## config.mk

```make
export PLATFORM = sky130hd
export DESIGN_NAME = dpu_op_arbiter
export DESIGN_NICKNAME = d
export VERILOG_FILES = /design/src/rtl/dpu_op_arbiter.sv
export SDC_FILE = /design/constraint.sdc
export NUM_CORES = 1
export LEC_CHECK = 0
export CAP_MARGIN = 20
export CORE_UTILIZATION = 38
export DETAILED_ROUTE_END_ITERATION = 10
export PLACE_DENSITY_LB_ADDON = 0.25
export SLEW_MARGIN = 30
export SYNTH_ARGS = -nofsm -noshare
export SYNTH_HDL_FRONTEND = slang
export SYNTH_SLANG_ARGS = --single-unit
```

## constraint.sdc

```tcl
create_clock -name clk -period 1.7 [get_ports clk]
set_input_delay 0.34 -clock clk [delete_from_list [all_inputs] [get_ports clk]]
set_output_delay 0.34 -clock clk [all_outputs]
set_load 0.1 [all_outputs]
```

## src/rtl/dpu_op_arbiter.sv

```systemverilog
// Round-robin arbiter sharing one DPU micro-op port between two sequencers, with lock/watchdog.
// Optional per-requester accept counters are built only when DPU_ARB_STATS_EN is defined.
module dpu_op_arbiter #(
    parameter int unsigned LOCK_TIMEOUT = 16
) (
    input  logic        clk,
    input  logic        rst_n,
    input  logic        req0_valid,
    input  logic        req1_valid,
    input  logic        req0_lock,
    input  logic        req1_lock,
    input  logic [24:0] req0_op,
    input  logic [24:0] req1_op,
    output logic        req0_ready,
    output logic        req1_ready,
    output logic        rsp0_valid,
    output logic        rsp1_valid,
    output logic [3:0]  rsp_cc,
    output logic [3:0]  dpu_n,
    output logic [3:0]  dpu_a,
    output logic [3:0]  dpu_b,
    output logic [3:0]  dpu_r,
    output logic [7:0]  dpu_mdata,
    output logic        dpu_oe,
    output logic        dpu_valid,
    input  logic [3:0]  dpu_cc,
    output logic        owner,
    output logic        lock_err,
    output logic [15:0] gnt_cnt0,
    output logic [15:0] gnt_cnt1
);

    typedef enum logic [1:0] {StOpen, StLock0, StLock1} state_e;

    state_e      state_q, state_d;
    logic        owner_q, owner_d;
    logic [7:0]  wd_q, wd_d;
    logic        lock_err_q, lock_err_d;

    logic [24:1] dpu_fields_q;
    logic        dpu_oe_q, dpu_valid_q, tag_q;
    logic        rsp_valid_q, rsp_tag_q;
    logic [3:0]  rsp_cc_q;

    logic        accept, gnt_idx, acc_lock;
    logic [24:0] acc_op;

    always_comb begin
        req0_ready = 1'b0;
        req1_ready = 1'b0;
        case (state_q)
            StLock0: req0_ready = req0_valid;
            StLock1: req1_ready = req1_valid;
            default: begin
                // On a tie the requester that was not granted last wins.
                if (req0_valid && req1_valid) begin
                    req0_ready = owner_q;
                    req1_ready = !owner_q;
                end else begin
                    req0_ready = req0_valid;
                    req1_ready = req1_valid;
                end
            end
        endcase
    end

    assign accept   = req0_ready | req1_ready;
    assign gnt_idx  = req1_ready;
    assign acc_lock = gnt_idx ? req1_lock : req0_lock;
    assign acc_op   = gnt_idx ? req1_op : req0_op;

    always_comb begin
        state_d    = state_q;
        owner_d    = owner_q;
        wd_d       = wd_q;
        lock_err_d = 1'b0;
        if (accept) begin
            owner_d = gnt_idx;
            wd_d    = 8'd0;
            if (acc_lock) begin
                state_d = gnt_idx ? StLock1 : StLock0;
            end else begin
                state_d = StOpen;
            end
        end else if (state_q != StOpen) begin
            // A lock with no accept means the owner is idle this cycle.
            if (wd_q == 8'(LOCK_TIMEOUT - 1)) begin
                state_d    = StOpen;
                wd_d       = 8'd0;
                lock_err_d = 1'b1;
            end else begin
                wd_d = wd_q + 8'd1;
            end
        end
    end

    always_ff @(posedge clk or negedge rst_n) begin
        if (!rst_n) begin
            state_q    <= StOpen;
            owner_q    <= 1'b1;
            wd_q       <= 8'd0;
            lock_err_q <= 1'b0;
        end else begin
            state_q    <= state_d;
            owner_q    <= owner_d;
            wd_q       <= wd_d;
            lock_err_q <= lock_err_d;
        end
    end

    always_ff @(posedge clk or negedge rst_n) begin
        if (!rst_n) begin
            dpu_fields_q <= '0;
            dpu_oe_q     <= 1'b0;
            dpu_valid_q  <= 1'b0;
            tag_q        <= 1'b0;
            rsp_valid_q  <= 1'b0;
            rsp_tag_q    <= 1'b0;
            rsp_cc_q     <= 4'd0;
        end else begin
            dpu_valid_q <= accept;
            if (accept) begin
                dpu_fields_q <= acc_op[24:1];
                dpu_oe_q     <= acc_op[0];
                tag_q        <= gnt_idx;
            end else begin
                dpu_oe_q <= 1'b0;
            end
            rsp_valid_q <= dpu_valid_q;
            rsp_tag_q   <= tag_q;
            if (dpu_valid_q) begin
                rsp_cc_q <= dpu_cc;
            end
        end
    end

`ifdef DPU_ARB_STATS_EN
    logic [15:0] cnt0_q, cnt1_q;

    always_ff @(posedge clk or negedge rst_n) begin
        if (!rst_n) begin
            cnt0_q <= 16'd0;
            cnt1_q <= 16'd0;
        end else begin
            if (req0_ready) cnt0_q <= cnt0_q + 16'd1;
            if (req1_ready) cnt1_q <= cnt1_q + 16'd1;
        end
    end

    assign gnt_cnt0 = cnt0_q;
    assign gnt_cnt1 = cnt1_q;
`else
    assign gnt_cnt0 = 16'h0000;
    assign gnt_cnt1 = 16'h0000;
`endif

    assign {dpu_n, dpu_a, dpu_b, dpu_r, dpu_mdata} = dpu_fields_q;
    assign dpu_oe     = dpu_oe_q;
    assign dpu_valid  = dpu_valid_q;
    assign rsp0_valid = rsp_valid_q & !rsp_tag_q;
    assign rsp1_valid = rsp_valid_q & rsp_tag_q;
    assign rsp_cc     = rsp_cc_q;
    assign owner      = owner_q;
    assign lock_err   = lock_err_q;

endmodule

```

# After elaboration in Yosys (flattened, before gate mapping)
# Index checks and enable logic that the tools add are counted.
[totals]
regBits = 45
out_inout_bits = 68
word_cells = 43
[classes]
addsub = 1
eq_ne = 3
muxes = 18
bitwise = 3
reduce_logical = 7
[op_table]
columns = ["operator", "count"]
rows = [
  ["$mux 25", 1],
  ["$mux 8", 3],
  ["$mux 2", 5],
  ["$add 8x1->8 const B", 1],
  ["$eq 8x4->1 const B", 1],
  ["$mux 1", 7],
  ["$reduce_bool 2->1", 3],
  ["$pmux 1 s2", 2],
  ["$and 1x1->1", 2],
  ["$eq 2x1->1 const B", 1],
  ["$eq 2x2->1 const B", 1],
  ["$logic_not 1->1", 2],
  ["$reduce_and 2->1", 1],
  ["$logic_and 1x1->1", 1],
  ["$or 1x1->1", 1],
]

# Logic depth before layout (Yosys ltp)
# Gate-level depths: netlist of run 1.
[depth]
depth_word = 6
mapped_depth = 8

# Least setup slack after synthesis of run 1
# No wires, ideal clock.
[synth_timing]
path_type = "flip-flop to output port"
startpoint = "reg owner_q, in the netlist owner"
endpoint = "out req0_ready"
t_arrival_ps = 2454
path_slack_ps = -1094
stages_incl_launch_ff = 4
n_path_buf = 1
cell_sequence = "dfstp_2 -> nor3b_4 -> buf_6 -> nor2_1"
[synth_via]
elab_chain_cells = 2
[synth_rtl]
columns = ["element", "line", "rtl"]
rows = [
  ["from (decl)", "36", "logic owner_q, owner_d;"],
  ["from (signal assigned)", "105", "owner_q <= owner_d;"],
  ["$mux 1", "56", "if (req0_valid && req1_valid) begin"],
  ["$pmux 1 s2", "51", "case (state_q)"],
  ["to (decl)", "14", "output logic req0_ready,"],
]
# No other way between the ends.

# Worst setup path after layout of run 1
[layout_timing]
startpoint = "reg state_q[0]"
endpoint = "out req0_ready"
[layout_via]
elab_chain_cells = 2
elab_cells_between_ends = 3
classes_between = "2 x eq/ne; 1 x mux"
[layout_rtl]
columns = ["element", "line", "rtl"]
rows = [
  ["from (decl)", "35", "state_e state_q, state_d;"],
  ["from (signal assigned)", "99", "state_q <= StOpen;"],
  ["from (signal assigned)", "104", "state_q <= state_d;"],
  ["$eq 2x2->1 / $eq 2x1->1 (equally long branches)", "51", ""],
  ["$pmux 1 s2 *", "51", ""],
]
# Every way passes the cells marked *; elsewhere a longest branch is shown, timed or not.

==> results_dict.tcl, run 1 <==
set metrics [dict create \
    num_rows 31 \
    root_buffer "clkbuf_8" \
    io_buffers 95 \
    tns_ns -2.30 \
    synth_top_family_by_area "simple AND/OR/NAND/NOR gates" \
    cts_buffers 5 \
    finClkSkew_ns 0.0103 \
    syn-cell-area_um2 2820 \
    grt_usage 0.209 \
    syn_area_per_cell_um2 10.3 \
    dp_hpwl_mm 5.39 \
    setup_viol 28 \
    synth_xor_area_frac 0.00930 \
    end_kind "output pin" \
    layout-drive-gt1-share 0.326 \
    ff2ff_path_depth 7 \
    critical-path-max-stage-delay_ns 0.40 \
    timing.rr.end "dpu_fields_q[3]" \
    cts_tree "built" \
    yosysTopAreaCell "dfrtp_1" \
    final_max_slew_viol_count 0 \
    final_core_util 0.637 \
    die_w_um 88.2 \
    firstDrtPassIters 4 \
    critPathKind "reg -> out" \
    min_period_over_period 1.17 \
    synth_area_leaders "dfrtp_1 (39%), buf_4 (8.5%), o31ai_1 (6.9%)" \
    cpMostUsedCell "buf_12" \
    clock-sinks 45 \
    wl_per_cell_um 17.2 \
    insertion_delay_ns 0.30 \
    cts_buffer_depth 2 \
    ant_nets 0 \
    core_area_um2 7210 \
    vias_per_cell 5.38 \
    io_pins 128 \
    synth_top_area_share 0.390 \
    whs_ns -0.00878 \
    synth_compound_area_frac 0.152 \
    first_global_vias 2483 \
    synthToLayoutAreaGrowth_pct 62.8 \
    violations "hold timing, setup timing" \
    final_cells 483 \
    max-cap-violations 0 \
    drt_iter0_markers 143 \
    antenna_found_initial 0 \
    synth_simple_gate_area_frac 0.201 \
    worstPathCellList "inv_2 > ha_4 > buf_12 > nor3b_4 > nor2_4 > buf_12" \
    place_inst 463 \
    drc 0 \
    ys_ff_latch 45 \
    critPathMaxFanout 4 \
    antenna_cells 0 \
    hold_viol 7 \
    synthCells 274 \
    worst_ep_required_time_ns 1.36 \
    via_count 2598 \
    synthFlopType "dfrtp_1" \
    initial_core_util 0.391 \
    drt-total-wl_mm 8.30 \
    cts.htree.levels 2 \
    arrival_ns 1.66 \
    post-route-min-period_ns 2.00 \
    rsz0062_at_grt "yes" \
    finalWeightedCongestion 0.813 \
    synthMuxAreaShare 0.0195 \
    dieHeight_um 88.2 \
    synthArstFlopShare 1.00 \
    ys_types 48 \
    clock.fmax_mhz 501 \
    die_area_um2 7780 \
    synth_most_common_cell "dfrtp_1" \
    synthAdderAreaFrac 0.0177 \
    nNetsFinal 447 \
    status "complete, but fails checks" \
    grt_max_degree 46 \
    ys_seq_area_frac 0.399 \
    cp_slowest_cell "dfrtp_1" \
    grt_pass1_wl_mm 12.7 \
    critPathLaunchType "register" \
    overflow 0 \
    synth_edf_count 0 \
    path_clk_slew_ns 0.10 \
    min_path_type "in -> async" \
    r2r_slack_ns -0.13 \
    setup_ws_ns -0.297 \
    netlist_top_cells_count "dfrtp_1 (44), buf_4 (32), nand4_1 (26), o31ai_1 (26)" \
    r2r_start "state_q[0]" \
    synth.yosys.warnings 0 \
]
## worst max path at each step
stage                     startpoint          to  slack, ns  cells after the start
after floorplan           state_q[1]       owner      -0.24                      7
after global placement    req0_valid  req1_ready      -0.07                      5
after detailed placement  req0_valid  req1_ready      -0.13                      5
after CTS                 state_q[0]  req1_ready      -0.26                      6
after global routing      state_q[0]  req1_ready      -0.37                      6
final                     state_q[0]  req0_ready      -0.30                      6
## area by class of cell
type / count / area, µm²
multi-input combinational: 194 / 1470
fill: 560 / 2620
timing repair buffer: 131 / 1750
sequential: 45 / 1130
tap: 99 / 124
clock buffer: 5 / 68.8
clock inverter: 3 / 21.3
inverter: 6 / 26.3
## cell families after synthesis
| group | count (synthesis) |
|---|---|
| XOR/XNOR | 3 |
| other | 1 |
| AO/OA/AOI/OAI | 62 |
| AND/OR/NAND/NOR | 88 |
| buffers and inverters | 66 |
| adder cells (fa/ha/maj) | 4 |
| flip-flops | 45 |
| multiplexers | 5 |
## per-stage QoR
stage / worst slack, ns / area, µm²
2_1_floorplan: -0.237 / 2980
3_3_place_gp: -0.0723 / 4110
3_5_place_dp: -0.127 / 4110
4_1_cts: -0.265 / 4280
5_1_grt: -0.370 / 4600
6_report: -0.297 / 4600
## worst max-delay path: cells and delay by family (launching register included)
kind                     cells  cell delay (ns)
adder cells (fa/ha/maj)      1             0.22
buffers and inverters        3             0.40
AND/OR/NAND/NOR              2             0.33
flip-flops                   1             0.40
## flip-flops by register name, indices dropped and copies added (netlist names)
signal        cells
dpu_fields_q     24
tag_q             1
rsp_cc            4
dpu_oe            1
state_q           2
owner             1
wd_q              8
rsp_valid_q       1
dpu_valid         1
rsp_tag_q         1
lock_err          1
## metal layers
layer	track usage	vias up	share of wire
met4	0.0718	0	0.026
met3	0.0368	19	0.074
li1	-	1202	-
met2	0.331	126	0.49
met5	0	-	0
met1	0.288	1251	0.41
## cell usage in the layout (no fill, tap or decap), types with 3 or more instances in the layout
| cell type | synthesis | layout |
|---|---|---|
| buf_4 | 32 | 22 |
| clkdlybuf4s50_1 | 0 | 58 |
| conb_1 | 1 | 32 |
| inv_1 | 6 | 3 |
| nor2b_2 | 0 | 3 |
| clkbuf_16 | 0 | 4 |
| dfrtp_1 | 44 | 44 |
| o31ai_4 | 0 | 7 |
| nor2_1 | 4 | 3 |
| a31oi_1 | 24 | 24 |
| nor4_2 | 0 | 3 |
| clkbuf_8 | 11 | 5 |
| nor4_1 | 24 | 21 |
| or3_1 | 3 | 3 |
| nand4_1 | 26 | 26 |
| nand2_1 | 7 | 6 |
| buf_12 | 0 | 43 |
| o31ai_1 | 26 | 10 |
| mux2_2 | 4 | 4 |
| o31ai_2 | 0 | 9 |
| a21oi_1 | 3 | 3 |
## repair_timing
action,in CTS,in global routing
hold buffers,0,0
pin swaps,18,25
buffers inserted,6,2
gates cloned,0,5
resized for setup,6,34
setup endpoints to repair,2,29
Power of run 1 is left out: the tool's default activity adds up to more than one toggle a clock period on the data nets, which glitch-free logic cannot reach.
==> run 2, diff against run 1 <==
--- a/config.mk
+++ b/config.mk
@@ -9,7 +9,6 @@
 export CORE_UTILIZATION = 38
 export DETAILED_ROUTE_END_ITERATION = 10
 export PLACE_DENSITY_LB_ADDON = 0.25
-export SLEW_MARGIN = 30
 export SYNTH_ARGS = -nofsm -noshare
 export SYNTH_HDL_FRONTEND = slang
 export SYNTH_SLANG_ARGS = --single-unit
==> results of run 2 <==
Same layout as run 1: the final DEF is identical, and so are final timing and power.
Power of run 2 is left out for the same reason.
==> run 3, diff against run 2 <==
--- a/config.mk
+++ b/config.mk
@@ -7,6 +7,7 @@
 export LEC_CHECK = 0
 export CAP_MARGIN = 20
 export CORE_UTILIZATION = 38
+export CTS_CLUSTER_DIAMETER = 150
 export DETAILED_ROUTE_END_ITERATION = 10
 export PLACE_DENSITY_LB_ADDON = 0.25
 export SYNTH_ARGS = -nofsm -noshare
==> results of run 3 <==
Same layout as run 1: the final DEF is identical, and so are final timing and power.
Power of run 3 is left out for the same reason.
